[config.mk]
export PLATFORM = sky130hd
export DESIGN_NAME = clb_cfg_loader_flat
export DESIGN_NICKNAME = d
export VERILOG_FILES = /design/src/rtl/clb_cfg_loader_if.sv /design/src/rtl/clb_cfg_loader.sv /design/src/flat_wrapper.sv
export SDC_FILE = /design/constraint.sdc
export NUM_CORES = 1
export LEC_CHECK = 0
export CAP_MARGIN = 10
export CORE_MARGIN = 10
export CORE_UTILIZATION = 45
export DETAILED_ROUTE_END_ITERATION = 12
export PLACE_DENSITY = 0.68
export SETUP_SLACK_MARGIN = 0.1
export SYNTH_ARGS = -nofsm -noshare
export SYNTH_HDL_FRONTEND = slang
export SYNTH_SLANG_ARGS = --single-unit
[constraint.sdc]
create_clock -name clk -period 2.65 [get_ports clk]
set_clock_uncertainty 0.15 [all_clocks]
set_input_delay 0.53 -clock clk [delete_from_list [all_inputs] [get_ports clk]]
set_output_delay 0.53 -clock clk [all_outputs]
set_load 0.05 [all_outputs]
[src/rtl/clb_cfg_loader_if.sv]
// ---------------------------------------------------------------------------
// clb_cfg_loader_if
//   Byte-stream handshake carrying configuration bytes into clb_cfg_loader.
//   A byte transfers on a rising clock edge when in_valid and in_ready are
//   both high.
// Signals
//   in_data   [7:0]  configuration byte            (master -> slave)
//   in_valid         in_data holds a byte           (master -> slave)
//   in_ready         slave can accept a byte now    (slave  -> master)
// Modports
//   master : byte source (pads / testbench)
//   slave  : the loader
// ---------------------------------------------------------------------------
interface clb_cfg_loader_if;
  logic [7:0] in_data;
  logic       in_valid;
  logic       in_ready;

  modport master (output in_data, output in_valid, input in_ready);
  modport slave  (input in_data, input in_valid, output in_ready);
endinterface

[src/rtl/clb_cfg_loader.sv]
// ---------------------------------------------------------------------------
// clb_cfg_loader
//   Byte-serial configuration loader for the CLB fabric. A frame is
//   SYNC_BYTE, NBYTES payload bytes (little-endian into the word) and one
//   XOR checksum byte. Payload is assembled in a shadow register; only a
//   frame whose checksum matches is committed to cfg_out, so bad, aborted
//   or timed-out frames never disturb the active configuration.
// Ports
//   clk         clock
//   rst         synchronous reset, active-high
//   cfg_in      byte handshake (clb_cfg_loader_if.slave)
//   cfg_out     active configuration word to the CLB
//   cfg_load    1-cycle pulse: cfg_out updated this cycle
//   cfg_loaded  sticky: a good frame was committed since reset
//   busy        frame in progress
//   err_chk     sticky checksum error, cleared by the next accepted SYNC
//   err_to      sticky timeout error, cleared by the next accepted SYNC
// Build option
//   CLB_CFG_TIMEOUT_EN : when defined, a frame stalled for TIMEOUT_CYCLES
//                        cycles in LOAD/CKSUM is abandoned with err_to=1.
//                        When undefined a frame waits forever, err_to=0.
// ---------------------------------------------------------------------------
module clb_cfg_loader #(
  parameter int                  CFG_BITS       = 64,
  parameter logic [7:0]          SYNC_BYTE      = 8'hA5,
  parameter logic [CFG_BITS-1:0] CFG_INIT       = '0,
  parameter int                  TIMEOUT_CYCLES = 255
) (
  input  logic                clk,
  input  logic                rst,
  clb_cfg_loader_if.slave     cfg_in,
  output logic [CFG_BITS-1:0] cfg_out,
  output logic                cfg_load,
  output logic                cfg_loaded,
  output logic                busy,
  output logic                err_chk,
  output logic                err_to
);

  localparam int NBYTES = CFG_BITS / 8;
  localparam int CNT_W  = (NBYTES > 1) ? $clog2(NBYTES) : 1;

  // Elaboration-time parameter sanity checks.
  if ((CFG_BITS % 8) != 0 || CFG_BITS < 8) begin : g_bad_cfg_bits
    $error("clb_cfg_loader: CFG_BITS must be a positive multiple of 8");
  end
  if (TIMEOUT_CYCLES < 1) begin : g_bad_timeout
    $error("clb_cfg_loader: TIMEOUT_CYCLES must be at least 1");
  end

  typedef enum logic [1:0] {
    ST_IDLE   = 2'd0,
    ST_LOAD   = 2'd1,
    ST_CKSUM  = 2'd2,
    ST_COMMIT = 2'd3
  } state_t;

  state_t              state, next_state;
  logic [CFG_BITS-1:0] shadow;
  logic [CNT_W-1:0]    count;
  logic [7:0]          acc;
  logic                ready;
  logic                accept;
  logic                sync_start;
  logic                chk_fail;
  logic                timeout;

`ifdef CLB_CFG_TIMEOUT_EN
  localparam int GAP_W = $clog2(TIMEOUT_CYCLES + 1);
  logic [GAP_W-1:0] gap;
`endif

  // COMMIT is the only state that stalls the byte stream.
  assign ready           = (state != ST_COMMIT);
  assign cfg_in.in_ready = ready;
  assign accept          = cfg_in.in_valid & ready;

  always_comb begin
    // NOTE: every signal written here gets a default first so no latch is inferred.
    next_state = state;
    sync_start = 1'b0;
    chk_fail   = 1'b0;
    timeout    = 1'b0;
    case (state)
      ST_IDLE: begin
        if (accept && cfg_in.in_data == SYNC_BYTE) begin
          next_state = ST_LOAD;
          sync_start = 1'b1;
        end
      end
      ST_LOAD: begin
        // SYNC_BYTE is ordinary payload here; there is no resync.
        if (accept && count == CNT_W'(NBYTES - 1)) next_state = ST_CKSUM;
      end
      ST_CKSUM: begin
        if (accept) begin
          if (cfg_in.in_data == acc) begin
            next_state = ST_COMMIT;
          end else begin
            next_state = ST_IDLE;
            chk_fail   = 1'b1;
          end
        end
      end
      default: next_state = ST_IDLE;   // ST_COMMIT lasts exactly one cycle
    endcase
`ifdef CLB_CFG_TIMEOUT_EN
    // The gap that reaches the limit is an idle cycle, so it never
    // coincides with an accepted byte.
    if ((state == ST_LOAD || state == ST_CKSUM) && !accept &&
        gap == GAP_W'(TIMEOUT_CYCLES - 1)) begin
      next_state = ST_IDLE;
      timeout    = 1'b1;
    end
`endif
  end

  always_ff @(posedge clk) begin
    // NOTE: clocked state uses non-blocking assignments so every register sees pre-edge values.
    if (rst) begin
      state      <= ST_IDLE;
      busy       <= 1'b0;
      cfg_out    <= CFG_INIT;
      shadow     <= '0;
      count      <= '0;
      acc        <= '0;
      cfg_load   <= 1'b0;
      cfg_loaded <= 1'b0;
      err_chk    <= 1'b0;
    end else begin
      state    <= next_state;
      busy     <= (next_state != ST_IDLE);
      cfg_load <= (state == ST_COMMIT);

      if (state == ST_COMMIT) begin
        cfg_out    <= shadow;
        cfg_loaded <= 1'b1;
      end

      if (sync_start) begin
        count   <= '0;
        acc     <= '0;
        err_chk <= 1'b0;
      end

      if (state == ST_LOAD && accept) begin
        shadow[8*int'(count) +: 8] <= cfg_in.in_data;
        acc                        <= acc ^ cfg_in.in_data;
        count                      <= count + CNT_W'(1);
      end

      if (chk_fail) err_chk <= 1'b1;
      if (timeout)  shadow  <= '0;
    end
  end

`ifdef CLB_CFG_TIMEOUT_EN
  // Gap counter: idle cycles since the last accepted byte while in a frame.
  always_ff @(posedge clk) begin
    if (rst) begin
      gap    <= '0;
      err_to <= 1'b0;
    end else begin
      if (sync_start) err_to <= 1'b0;
      if (timeout)    err_to <= 1'b1;
      if (accept || !(state == ST_LOAD || state == ST_CKSUM) || timeout)
        gap <= '0;
      else
        gap <= gap + GAP_W'(1);
    end
  end
`else
  assign err_to = 1'b0;
`endif

endmodule
[src/flat_wrapper.sv]
// flat-port wrapper written by rule: the top's interface ports become plain ports
module clb_cfg_loader_flat 
#(
  parameter int                  CFG_BITS       = 64,
  parameter logic [7:0]          SYNC_BYTE      = 8'hA5,
  parameter logic [CFG_BITS-1:0] CFG_INIT       = '0,
  parameter int                  TIMEOUT_CYCLES = 255
)
  (clk, rst, cfg_out, cfg_load, cfg_loaded, busy, err_chk, err_to, cfg_in_in_data, cfg_in_in_valid, cfg_in_in_ready);
  clb_cfg_loader_if cfg_in_i ();
  input  logic clk;
  input  logic rst;
  output logic [CFG_BITS-1:0] cfg_out;
  output logic cfg_load;
  output logic cfg_loaded;
  output logic busy;
  output logic err_chk;
  output logic err_to;
  input wire logic [$bits(cfg_in_i.in_data)-1:0] cfg_in_in_data;
  input wire logic [$bits(cfg_in_i.in_valid)-1:0] cfg_in_in_valid;
  output wire logic [$bits(cfg_in_i.in_ready)-1:0] cfg_in_in_ready;
  assign cfg_in_i.in_data = cfg_in_in_data;
  assign cfg_in_i.in_valid = cfg_in_in_valid;
  assign cfg_in_in_ready = cfg_in_i.in_ready;
  clb_cfg_loader #(.CFG_BITS(CFG_BITS), .SYNC_BYTE(SYNC_BYTE), .CFG_INIT(CFG_INIT), .TIMEOUT_CYCLES(TIMEOUT_CYCLES)) u_core (.clk(clk), .rst(rst), .cfg_in(cfg_in_i), .cfg_out(cfg_out), .cfg_load(cfg_load), .cfg_loaded(cfg_loaded), .busy(busy), .err_chk(err_chk), .err_to(err_to));
endmodule
==> results of run 1 <==
layout make-up:
type	count	area [µm²]
Timing Repair Buffer	109	1040
Sequential cell	145	2900
Clock inverter	9	101
Multi-Input combinational cell	472	2510
Clock buffer	23	508
Tap cell	172	215
Inverter	5	18.8
Fill cell	1178	5220
where the power goes:
part           total, W  switching, W  internal (W)  leakage, nW
combinational  0.000113     0.0000798     0.0000331         1.11
clock           0.00241      0.000878       0.00153        0.305
sequential      0.00218   0.000000208       0.00218         1.17
final timing paths:
kind / slack (ps) / start / end / cells after the start
max reg2reg: 360 / u_core.count[1] / u_core.shadow[7] / 8
max: 360 / u_core.cfg_out[56] / cfg_out[56] / 1
min: 300 / u_core.cfg_out[12] / u_core.cfg_out[12] / 2
min reg2reg: 300 / u_core.cfg_out[12] / u_core.cfg_out[12] / 2
tightest hold or removal path, stage by stage (launching register included):
cell and delay [ps]:
dfxtp_1 300, nand2_1 50, a21oi_1 50
per-stage QoR:
stage	hold WS [ps]	utilization (%)	instance area, µm²	instances	total power [W]
after floorplan	281	-	5690	679	0.00229
final	303	58.3	7300	935	0.00470
after global routing	319	58.3	7300	935	0.00484
after global placement	293	53.4	6680	902	0.00234
after CTS	307	58.2	7290	934	0.00474
after detailed placement	297	53.4	6680	902	0.00234
flip-flops by register name, summed over array words and instances, names as in the netlist:
register / count
u_core.count: 3
u_core.cfg_loaded: 1
u_core.cfg_out: 64
u_core.err_chk: 1
u_core.cfg_load: 1
u_core.acc: 8
u_core.state: 2
u_core.busy: 1
u_core.shadow: 64
cells in the final DEF, fill, tap and decap left out, types with 3 or more instances in the layout:
cell type,instances
a21oi_1,128
and3_1,5
and3b_1,3
buf_4,30
clkbuf_16,17
clkbuf_8,6
clkdlybuf4s50_1,77
clkinv_2,5
dfxtp_1,144
ha_1,6
inv_1,4
mux2i_1,20
nand2_1,163
nand2b_1,20
nand3_1,34
nand4_1,14
nor2_1,27
nor2b_1,5
nor3_1,8
nor4b_4,3
o21ai_0,8
xor2_1,8
metal layers:
layer	up-vias	global-route usage [%]	routed length, µm
met5	-	0	0
met4	0	5.56	174
met3	17	5.75	925
met2	122	25.8	6780
met1	2329	19.4	6330
li1	2428	-	-
cell families (layout without fill, tap and decap cells):
group | after synthesis | after routing | share of synthesized area [%]
simple gates | 294 | 294 | 24.9
other cells | 1 | 1 | 0.0659
compound gates | 143 | 143 | 13.1
xor+xnor | 8 | 8 | 1.23
flops | 145 | 145 | 51.0
buf+inv | 62 | 146 | 4.86
mux | 20 | 20 | 3.52
fa+ha+maj | 6 | 6 | 1.32
what timing repair did:
| action | CTS | global route |
|---|---|---|
| setup endpoints to repair | 0 | 22 |
| hold buffers | 0 | 0 |
| buffers inserted | 0 | 1 |
| gates resized for setup | 0 | 1 |
cell usage after synthesis (2+ instances only):
| master | instances | share of area (%) |
|---|---|---|
| and3b_1 | 3 | 0.46 |
| buf_4 | 5 | 0.66 |
| nor4b_1 | 2 | 0.31 |
| o21ai_0 | 8 | 0.70 |
| nor2b_1 | 5 | 0.55 |
| a21oi_1 | 128 | 11 |
| buf_2 | 20 | 1.8 |
| and3_1 | 5 | 0.55 |
| nand3_1 | 34 | 3.0 |
| nand4_1 | 14 | 1.5 |
| nand2_1 | 163 | 11 |
| mux2i_1 | 20 | 3.5 |
| clkbuf_1 | 28 | 1.8 |
| inv_1 | 5 | 0.33 |
| buf_1 | 4 | 0.26 |
| nor4_1 | 2 | 0.22 |
| xor2_1 | 8 | 1.2 |
| nor3_1 | 8 | 0.70 |
| nand2b_1 | 20 | 2.2 |
| nor4b_4 | 3 | 1.3 |
| nor2_1 | 27 | 1.8 |
| and2_1 | 2 | 0.22 |
| dfxtp_1 | 145 | 51 |
| ha_1 | 6 | 1.3 |
==> metrics.json, run 1 <==
{
  "ctsHtreeMaxLevel": {"value": 4},
  "crit_path_max_incr_delay": {"value": 820, "unit": "ps"},
  "grt_first_pass_wirelength": {"value": 23.3, "unit": "mm"},
  "postSynthCellCount": {"value": 679},
  "core_area": {"value": 12500, "unit": "µm²"},
  "synthesis.area_per_instance": {"value": 8.38, "unit": "µm²"},
  "wire_per_inst": {"value": 15.2, "unit": "µm"},
  "route.antenna.remaining_nets": {"value": 0},
  "critical_path.cell_chain": {"value": "clkdlybuf4s50_1"},
  "p_leak": {"value": 2.59, "unit": "nW"},
  "unrepaired_setup_endpoints_after_global_routing": {"value": "false"},
  "start_kind": {"value": "flop"},
  "criticalPathCategory": {"value": "flop to primary output"},
  "syn-cell-area": {"value": 5690, "unit": "µm²"},
  "report.final.slew_viol_count": {"value": 0},
  "ys_warn_count": {"value": 0},
  "grt_antenna_before_repair": {"value": 0},
  "drt_pre_antenna_iters": {"value": 5},
  "finalWirelength": {"value": 14.2, "unit": "mm"},
  "cp_slowest_cell": {"value": "clkdlybuf4s50_1"},
  "hold_viol": {"value": 0},
  "async_flop_share": {"value": 0, "unit": "%"},
  "synth.distinct_cells": {"value": 38},
  "placement.io_buffers": {"value": 79},
  "dieWidth": {"value": 132, "unit": "µm"},
  "vias_in_the_first_global_route": {"value": 4688},
  "diodes": {"value": 0},
  "finalCritPeriodShare": {"value": 86.5, "unit": "%"},
  "count_of_flip_flops_with_a_built_in_enable_after_synthesis": {"value": 0},
  "setup_viol": {"value": 0},
  "globalRoute.totalOverflow": {"value": 0},
  "die_h": {"value": 132, "unit": "µm"},
  "vias_per_cell": {"value": 5.24},
  "max_cap_viol_count": {"value": 0},
  "timing.critical_path.fanout_max": {"value": 2},
  "remaining_design_rule_violation_count": {"value": 0},
  "finish.net_count": {"value": 767},
  "timing.slew.headroom": {"value": 49.2, "unit": "%"},
  "clock-sinks": {"value": 145},
  "cts-buffers-inserted": {"value": 17},
  "min_period": {"value": 2290, "unit": "ps"},
  "drt_first_iter_violations": {"value": 418},
  "floorplan.initialDensity": {"value": 45.5, "unit": "%"},
  "dominantRegCellSynth": {"value": "dfxtp_1"},
  "max_freq": {"value": 436, "unit": "MHz"},
  "worst-endpoint-arrival": {"value": 1610, "unit": "ps"},
  "mappedNetlistNets": {"value": 696},
  "final_layout_size_suffix_gt1_share": {"value": 10.4, "unit": "%"},
  "clock_edge_transition_at_the_registers_on_the_reported_setup_and_hold_paths": {"value": 60, "unit": "ps"},
  "critPathBufInv": {"value": 1},
  "synth_seq_cells": {"value": 145},
  "status": {"value": "finished clean"},
  "seq_area_frac_synth": {"value": 51.0, "unit": "%"},
  "clockRootBuffer": {"value": "clkbuf_16"},
  "timing.critical_path.max_delay_family": {"value": "buffers and inverters"},
  "power_density": {"value": 644, "unit": "nW/µm²"},
  "place_worst_setup_slack": {"value": 141, "unit": "ps"},
  "area_growth_syn_to_layout": {"value": 28.2, "unit": "%"},
  "clockBufferDepth": {"value": 2},
  "floorplan.io_pins": {"value": 81},
  "gpl.final_weighted_congestion": {"value": 0.868},
  "fp-row-count": {"value": 41},
  "clkLatencyLatePin": {"value": 430, "unit": "ps"},
  "ir_drop": {"value": 318, "unit": "µV"},
  "grt_start_max_net_pins": {"value": 73},
  "cts_tree": {"value": "built"},
  "tightestPinTransition": {"value": 762, "unit": "ps"},
  "worstPathRequired": {"value": 1970, "unit": "ps"},
  "setup_slack": {"value": 358, "unit": "ps"},
  "dp_hpwl": {"value": 9.59, "unit": "mm"},
  "gr-usage-all-layers": {"value": 16.0, "unit": "%"},
  "final.setup.tns": {"value": 0, "unit": "ps"},
  "critical_path.endpoint_type": {"value": "primary output"},
  "fp.dieArea": {"value": 17500, "unit": "µm²"},
  "vias": {"value": 4896},
  "hold_crit_path_type": {"value": "flop to flop"}
}
(Power assumes the default switching activity.)
==> run 2: changes to the inputs <==
CORE_ASPECT_RATIO = 1.4   (was unset)
CTS_BUF_LIST = sky130_fd_sc_hd__clkbuf_2 sky130_fd_sc_hd__clkbuf_4 sky130_fd_sc_hd__clkbuf_8   (was unset)
==> metrics.json, run 2 (same netlist as run 1, synthesis figures left out) <==
{
  "vias": {"value": 4833, "change": "was 4,896"},
  "critPathBufInv": {"value": 1, "change": "unchanged"},
  "fp.dieArea": {"value": 17600, "unit": "µm²", "change": "was 17,500 µm²"},
  "clkLatencyLatePin": {"value": 450, "unit": "ps", "change": "was 430 ps"},
  "worstPathRequired": {"value": 1970, "unit": "ps", "change": "about the same"},
  "clock_power_share": {"value": 44.0, "unit": "%", "change": "was 51.2%"},
  "status": {"value": "finished clean", "change": "unchanged"},
  "power_report.internal_total": {"value": 0.00320, "unit": "W", "change": "was 0.00374 W"},
  "dp_hpwl": {"value": 9.90, "unit": "mm", "change": "was 9.59 mm"},
  "drt_first_iter_violations": {"value": 265, "change": "was 418"},
  "grt_first_pass_wirelength": {"value": 23.1, "unit": "mm", "change": "was 23.3 mm"},
  "placedInstanceArea": {"value": 6670, "unit": "µm²", "change": "was 6680 µm²"},
  "final_cell_mix": {"value": "nand2_1 (163), dfxtp_1 (145), a21oi_1 (128)", "change": "was nand2_1 (163), dfxtp_1 (144), a21oi_1 (128)"},
  "grt_start_max_net_pins": {"value": 68, "change": "was 73"},
  "ir_drop": {"value": 279, "unit": "µV", "change": "was 318 µV"},
  "floorplan.io_pins": {"value": 81, "change": "unchanged"},
  "timing.critical_path.fanout_max": {"value": 2, "change": "unchanged"},
  "cts_tree": {"value": "built", "change": "unchanged"},
  "power_frac_comb": {"value": 2.8, "unit": "%", "change": "was 2.4%"},
  "hold-worst-slack": {"value": 304, "unit": "ps", "change": "was 303 ps"},
  "clockRootBuffer": {"value": "clkbuf_8", "change": "was clkbuf_16"},
  "fp-row-count": {"value": 48, "change": "was 41"},
  "area_growth_syn_to_layout": {"value": 24.4, "unit": "%", "change": "was 28.2%"},
  "dieWidth": {"value": 115, "unit": "µm", "change": "was 132 µm"},
  "p_leak": {"value": 2.50, "unit": "nW", "change": "was 2.59 nW"},
  "report.final.slew_viol_count": {"value": 0, "change": "unchanged"},
  "diodes": {"value": 0, "change": "unchanged"},
  "criticalPathCategory": {"value": "flop to primary output", "change": "unchanged"},
  "critical_path.cell_chain": {"value": "clkdlybuf4s50_1", "change": "unchanged"},
  "grt_antenna_before_repair": {"value": 0, "change": "unchanged"},
  "route.antenna.remaining_nets": {"value": 0, "change": "unchanged"},
  "remaining_design_rule_violation_count": {"value": 0, "change": "unchanged"},
  "max_cap_viol_count": {"value": 0, "change": "unchanged"},
  "wire_per_inst": {"value": 15.5, "unit": "µm", "change": "was 15.2 µm"},
  "drt_pre_antenna_iters": {"value": 4, "change": "was 5"},
  "min_period": {"value": 2300, "unit": "ps", "change": "was 2290 ps"},
  "timing.critical_path.max_delay_family": {"value": "buffers and inverters", "change": "unchanged"},
  "floorplan.initialDensity": {"value": 46.0, "unit": "%", "change": "was 45.5%"},
  "final_layout_size_suffix_gt1_share": {"value": 10.4, "unit": "%", "change": "unchanged"},
  "crit_path_max_incr_delay": {"value": 820, "unit": "ps", "change": "about the same"},
  "design_area": {"value": 7080, "unit": "µm²", "change": "was 7300 µm²"},
  "switchingPower": {"value": 0.000883, "unit": "W", "change": "was 0.000958 W"},
  "cp_slowest_cell": {"value": "clkdlybuf4s50_1", "change": "unchanged"},
  "core_area": {"value": 12400, "unit": "µm²", "change": "was 12,500 µm²"},
  "timing.slew.headroom": {"value": 55.0, "unit": "%", "change": "was 49.2%"},
  "start_kind": {"value": "flop", "change": "unchanged"},
  "placement.io_buffers": {"value": 79, "change": "unchanged"},
  "final.setup.tns": {"value": 0, "unit": "ps", "change": "unchanged"},
  "gr-usage-all-layers": {"value": 16.0, "unit": "%", "change": "about the same"},
  "cts-buffers-inserted": {"value": 17, "change": "unchanged"},
  "power.share.switching": {"value": 21.6, "unit": "%", "change": "was 20.4%"},
  "layout.cells.most_common": {"value": "nand2_1", "change": "unchanged"},
  "worst-endpoint-arrival": {"value": 1620, "unit": "ps", "change": "was 1610 ps"},
  "gpl.final_weighted_congestion": {"value": 0.797, "change": "was 0.868"},
  "power.share.sequential": {"value": 53.3, "unit": "%", "change": "was 46.4%"},
  "clock-sinks": {"value": 145, "change": "unchanged"},
  "hold_viol": {"value": 0, "change": "unchanged"},
  "finalCritPeriodShare": {"value": 86.7, "unit": "%", "change": "was 86.5%"},
  "power_density": {"value": 577, "unit": "nW/µm²", "change": "was 644 nW/µm²"},
  "finalWirelength": {"value": 14.1, "unit": "mm", "change": "was 14.2 mm"},
  "critical_path.endpoint_type": {"value": "primary output", "change": "unchanged"},
  "tightestPinTransition": {"value": 676, "unit": "ps", "change": "was 762 ps"},
  "unrepaired_setup_endpoints_after_global_routing": {"value": "false", "change": "unchanged"},
  "vias_per_cell": {"value": 5.29, "change": "was 5.24"},
  "max_freq": {"value": 435, "unit": "MHz", "change": "was 436 MHz"},
  "cts_post_setup_buffers_inserted": {"value": 0, "change": "unchanged"},
  "globalRoute.totalOverflow": {"value": 0, "change": "unchanged"},
  "clock_edge_transition_at_the_registers_on_the_reported_setup_and_hold_paths": {"value": 80, "unit": "ps", "change": "was 60 ps"},
  "reg_top3": {"value": "u_core.cfg_out x64, u_core.shadow x64, u_core.acc x8", "change": "unchanged"},
  "finish.net_count": {"value": 768, "change": "was 767"},
  "clockBufferDepth": {"value": 2, "change": "unchanged"},
  "ctsHtreeMaxLevel": {"value": 4, "change": "unchanged"},
  "vias_in_the_first_global_route": {"value": 4738, "change": "was 4,688"},
  "setup_viol": {"value": 0, "change": "unchanged"},
  "die_h": {"value": 153, "unit": "µm", "change": "was 132 µm"},
  "hold_crit_path_type": {"value": "flop to flop", "change": "unchanged"}
}
-- run 2: timing repair --
item	CTS	global route
hold endpoints to repair	0	0
gates resized for setup	0	1
hold buffers	0	0
endpoints found under the setup margin	0	8
-- run 2: power groups by stage --
stage          Clock [W]  Combinational (W)  Sequential, W
2_1_floorplan          0          0.0000583        0.00223
3_3_place_gp           0           0.000111        0.00223
3_5_place_dp           0           0.000112        0.00223
5_1_grt          0.00192           0.000120        0.00218
6_report         0.00180           0.000113        0.00218
4_1_cts          0.00182           0.000113        0.00218
-- run 2: area by class of cell --
| cell class | instances | area (µm²) |
|---|---|---|
| repair buffers | 110 | 1040 |
| well taps | 150 | 188 |
| clock buffers | 21 | 277 |
| flip-flops and latches | 145 | 2900 |
| inverters | 5 | 18.8 |
| fillers | 1142 | 5290 |
| clock inverters | 10 | 134 |
| multi-input cells | 472 | 2520 |
-- run 2: worst paths after layout --
kind,startpoint,endpoint,slack [ps],depth (start not counted)
hold / removal,u_core.shadow[19],u_core.cfg_out[19],300,2
hold reg to reg,u_core.shadow[19],u_core.cfg_out[19],300,2
setup / recovery,u_core.cfg_out[42],cfg_out[42],350,1
setup reg to reg,u_core.count[2],u_core.shadow[1],360,6
-- run 2: worst register-to-register path, cell delays in order (launching register included) --
cell	delay [ps]
dfxtp_1	540
inv_1	90
ha_1	460
nor4b_2	340
nand3_2	290
mux2i_1	240
nor2_1	50
-- run 2: through the flow --
stage	power [W]	setup slack, ps	util, %	std cells
after CTS	0.00411	322	57.2	913
after detailed placement	0.00234	99.3	53.9	882
after global placement	0.00234	178	53.9	882
final	0.00409	353	57.3	913
after global routing	0.00422	120	57.3	913
after floorplan	0.00229	314	-	679
-- run 2: routing by layer --
layer	part of all wire [%]	vias up	global-route usage (%)
met1	40	2270	18.4
met4	1.1	0	4.91
met5	0	-	0
met2	51	124	27.4
li1	-	2425	-
met3	6.9	14	4.86
==> run 3: changes to the inputs <==
CORE_ASPECT_RATIO = 2   (was 1.4)
==> metrics.json, run 3 (same netlist as run 1, synthesis figures left out) <==
{
  "status": {"value": "finished clean", "change": "unchanged"},
  "final.setup.tns": {"value": 0, "unit": "ps", "change": "unchanged"},
  "routedLengthMet1": {"value": 5.42, "unit": "mm", "change": "was 5.72 mm"},
  "cp_slowest_cell": {"value": "dfxtp_1", "change": "was clkdlybuf4s50_1"},
  "critical_path.endpoint_type": {"value": "flop", "change": "was primary output"},
  "vias": {"value": 4813, "change": "was 4,833"},
  "cpMostUsedCell": {"value": "ha_1"},
  "start_kind": {"value": "flop", "change": "unchanged"},
  "critical_path.cell_chain": {"value": "inv_1 > ha_1 > ha_1 > buf_4 > o31a_2 > and3_1 > nand3_1 > a21oi_1", "change": "was clkdlybuf4s50_1"},
  "criticalPathCategory": {"value": "flop to flop", "change": "was flop to primary output"},
  "cts_tree": {"value": "built", "change": "unchanged"},
  "wl_met3": {"value": 734, "unit": "µm", "change": "was 977 µm"},
  "drt_first_iter_violations": {"value": 311, "change": "was 265"},
  "ir_drop": {"value": 432, "unit": "µV", "change": "was 279 µV"},
  "globalRoute.totalOverflow": {"value": 0, "change": "unchanged"},
  "grt_start_max_net_pins": {"value": 68, "change": "unchanged"},
  "grt_antenna_before_repair": {"value": 1, "change": "was 0"},
  "reg_top3": {"value": "u_core.cfg_out x64, u_core.shadow x64, u_core.acc x8", "change": "unchanged"},
  "timing.critical_path.max_delay_family": {"value": "flip-flops", "change": "was buffers and inverters"},
  "dr.max_layer_used": {"value": "met4", "change": "unchanged"},
  "vias_in_the_first_global_route": {"value": 4823, "change": "was 4,738"},
  "worstPathRequired": {"value": 2880, "unit": "ps", "change": "was 1970 ps"},
  "postCtsHoldBufs": {"value": 0, "change": "unchanged"},
  "fillCellCount": {"value": 1166, "change": "was 1,142"},
  "route.antenna.remaining_nets": {"value": 0, "change": "unchanged"},
  "p_leak": {"value": 2.49, "unit": "nW", "change": "was 2.50 nW"},
  "routed-wl-met2": {"value": 7.54, "unit": "mm", "change": "was 7.28 mm"},
  "clockRootBuffer": {"value": "clkbuf_8", "change": "unchanged"},
  "worst-endpoint-arrival": {"value": 2600, "unit": "ps", "change": "was 1620 ps"},
  "gpl.final_weighted_congestion": {"value": 0.887, "change": "was 0.797"},
  "timing.critical_path.fanout_max": {"value": 8, "change": "was 2"},
  "max_cap_viol_count": {"value": 0, "change": "unchanged"},
  "clkLatencyLatePin": {"value": 450, "unit": "ps", "change": "about the same"},
  "report.final.slew_viol_count": {"value": 0, "change": "unchanged"},
  "min_period": {"value": 2370, "unit": "ps", "change": "was 2300 ps"},
  "final_layout_size_suffix_gt1_share": {"value": 9.75, "unit": "%", "change": "was 10.4%"},
  "fp.dieArea": {"value": 17800, "unit": "µm²", "change": "was 17,600 µm²"},
  "finish.net_count": {"value": 764, "change": "was 768"},
  "timing.slew.headroom": {"value": 55.5, "unit": "%", "change": "was 55.0%"},
  "finalCritPeriodShare": {"value": 89.5, "unit": "%", "change": "was 86.7%"},
  "numPlacedInstances": {"value": 877, "change": "was 882"},
  "remaining_design_rule_violation_count": {"value": 0, "change": "unchanged"},
  "ctsHtreeMaxLevel": {"value": 4, "change": "unchanged"},
  "clock_edge_transition_at_the_registers_on_the_reported_setup_and_hold_paths": {"value": 80, "unit": "ps", "change": "about the same"},
  "hold-worst-slack": {"value": 303, "unit": "ps", "change": "was 304 ps"},
  "cts-buffers-inserted": {"value": 17, "change": "unchanged"},
  "unrepaired_setup_endpoints_after_global_routing": {"value": "false", "change": "unchanged"},
  "dieWidth": {"value": 99.5, "unit": "µm", "change": "was 115 µm"},
  "die_h": {"value": 179, "unit": "µm", "change": "was 153 µm"},
  "hold_viol": {"value": 0, "change": "unchanged"},
  "tightestPinTransition": {"value": 667, "unit": "ps", "change": "was 676 ps"},
  "dp_hpwl": {"value": 9.89, "unit": "mm", "change": "was 9.90 mm"},
  "critPathBufInv": {"value": 2, "change": "was 1"},
  "final_cell_mix": {"value": "nand2_1 (163), dfxtp_1 (145), a21oi_1 (128)", "change": "unchanged"},
  "wire_per_inst": {"value": 15.6, "unit": "µm", "change": "was 15.5 µm"},
  "floorplan.initialDensity": {"value": 45.6, "unit": "%", "change": "was 46.0%"},
  "core_area": {"value": 12500, "unit": "µm²", "change": "was 12,400 µm²"},
  "clockBufferDepth": {"value": 2, "change": "unchanged"},
  "gr-usage-all-layers": {"value": 16.4, "unit": "%", "change": "was 16.0%"},
  "crit_path_max_incr_delay": {"value": 560, "unit": "ps", "change": "was 820 ps"},
  "grt_first_pass_wirelength": {"value": 23.5, "unit": "mm", "change": "was 23.1 mm"},
  "setup_viol": {"value": 0, "change": "unchanged"},
  "power_density": {"value": 599, "unit": "nW/µm²", "change": "was 577 nW/µm²"},
  "drt_pre_antenna_iters": {"value": 5, "change": "was 4"},
  "finalWirelength": {"value": 14.2, "unit": "mm", "change": "was 14.1 mm"},
  "finish.cell_count_without_fillers": {"value": 910, "change": "was 913"},
  "vias_per_cell": {"value": 5.29, "change": "about the same"},
  "max_freq": {"value": 422, "unit": "MHz", "change": "was 435 MHz"},
  "layout.cells.most_common": {"value": "nand2_1", "change": "unchanged"},
  "finalPower": {"value": 0.00425, "unit": "W", "change": "was 0.00409 W"},
  "area_growth_syn_to_layout": {"value": 24.8, "unit": "%", "change": "was 24.4%"},
  "hold_crit_path_type": {"value": "flop to flop", "change": "unchanged"},
  "fp-row-count": {"value": 58, "change": "was 48"},
  "floorplan.io_pins": {"value": 81, "change": "unchanged"},
  "clock-sinks": {"value": 145, "change": "unchanged"},
  "placement.io_buffers": {"value": 79, "change": "unchanged"}
}
[run 3: cell type report]
cell class,instances,area (µm²),area share (%)
Multi-Input combinational cell,472,2520,35.6
Sequential cell,145,2900,40.9
Clock inverter,13,210,2.96
Antenna cell,1,2.50,0.0352
Inverter,5,18.8,0.264
Clock buffer,18,241,3.40
Tap cell,150,188,2.64
Timing Repair Buffer,106,1010,14.3
[run 3: timing repair]
action	in CTS	in global routing
gates resized for setup	0	1
endpoints found under the hold margin	0	0
buffers inserted	0	1
endpoints found under the setup margin	0	6
[run 3: layer usage]
layer | vias up | track usage [%]
li1 | 2411 | -
met1 | 2266 | 16.6
met2 | 96 | 28.7
met3 | 40 | 5.63
met4 | 0 | 9.00
met5 | - | 0
[run 3: per-stage QoR]
step           instance area (µm²)  utilization, %  worst slack (ps)
5_1_grt                       7100            56.9               127
6_report                      7100            56.9               279
2_1_floorplan                 5690               -               314
4_1_cts                       7080            56.7               241
3_5_place_dp                  6630            53.1              20.7
3_3_place_gp                  6630            53.1               130
[run 3: final timing paths]
kind	depth (start not counted)	end	slack (ps)	start
max	8	u_core.shadow[28]	280	u_core.count[1]
min	2	u_core.cfg_out[12]	300	u_core.shadow[12]
max reg2reg	8	u_core.shadow[28]	280	u_core.count[1]
min reg2reg	2	u_core.cfg_out[12]	300	u_core.shadow[12]
[run 3: where the power goes]
part	switching [W]	total, W	internal [W]
Sequential	0.000000217	0.00218	0.00218
Clock	0.000837	0.00196	0.00113
Combinational	0.0000772	0.000110	0.0000327
Total	0.000915	0.00425	0.00334
[run 3: tightest hold or removal path: stages, from the launching register on]
cell,delay (ps)
dfxtp_1,310
nand2_1,50
a21oi_1,50
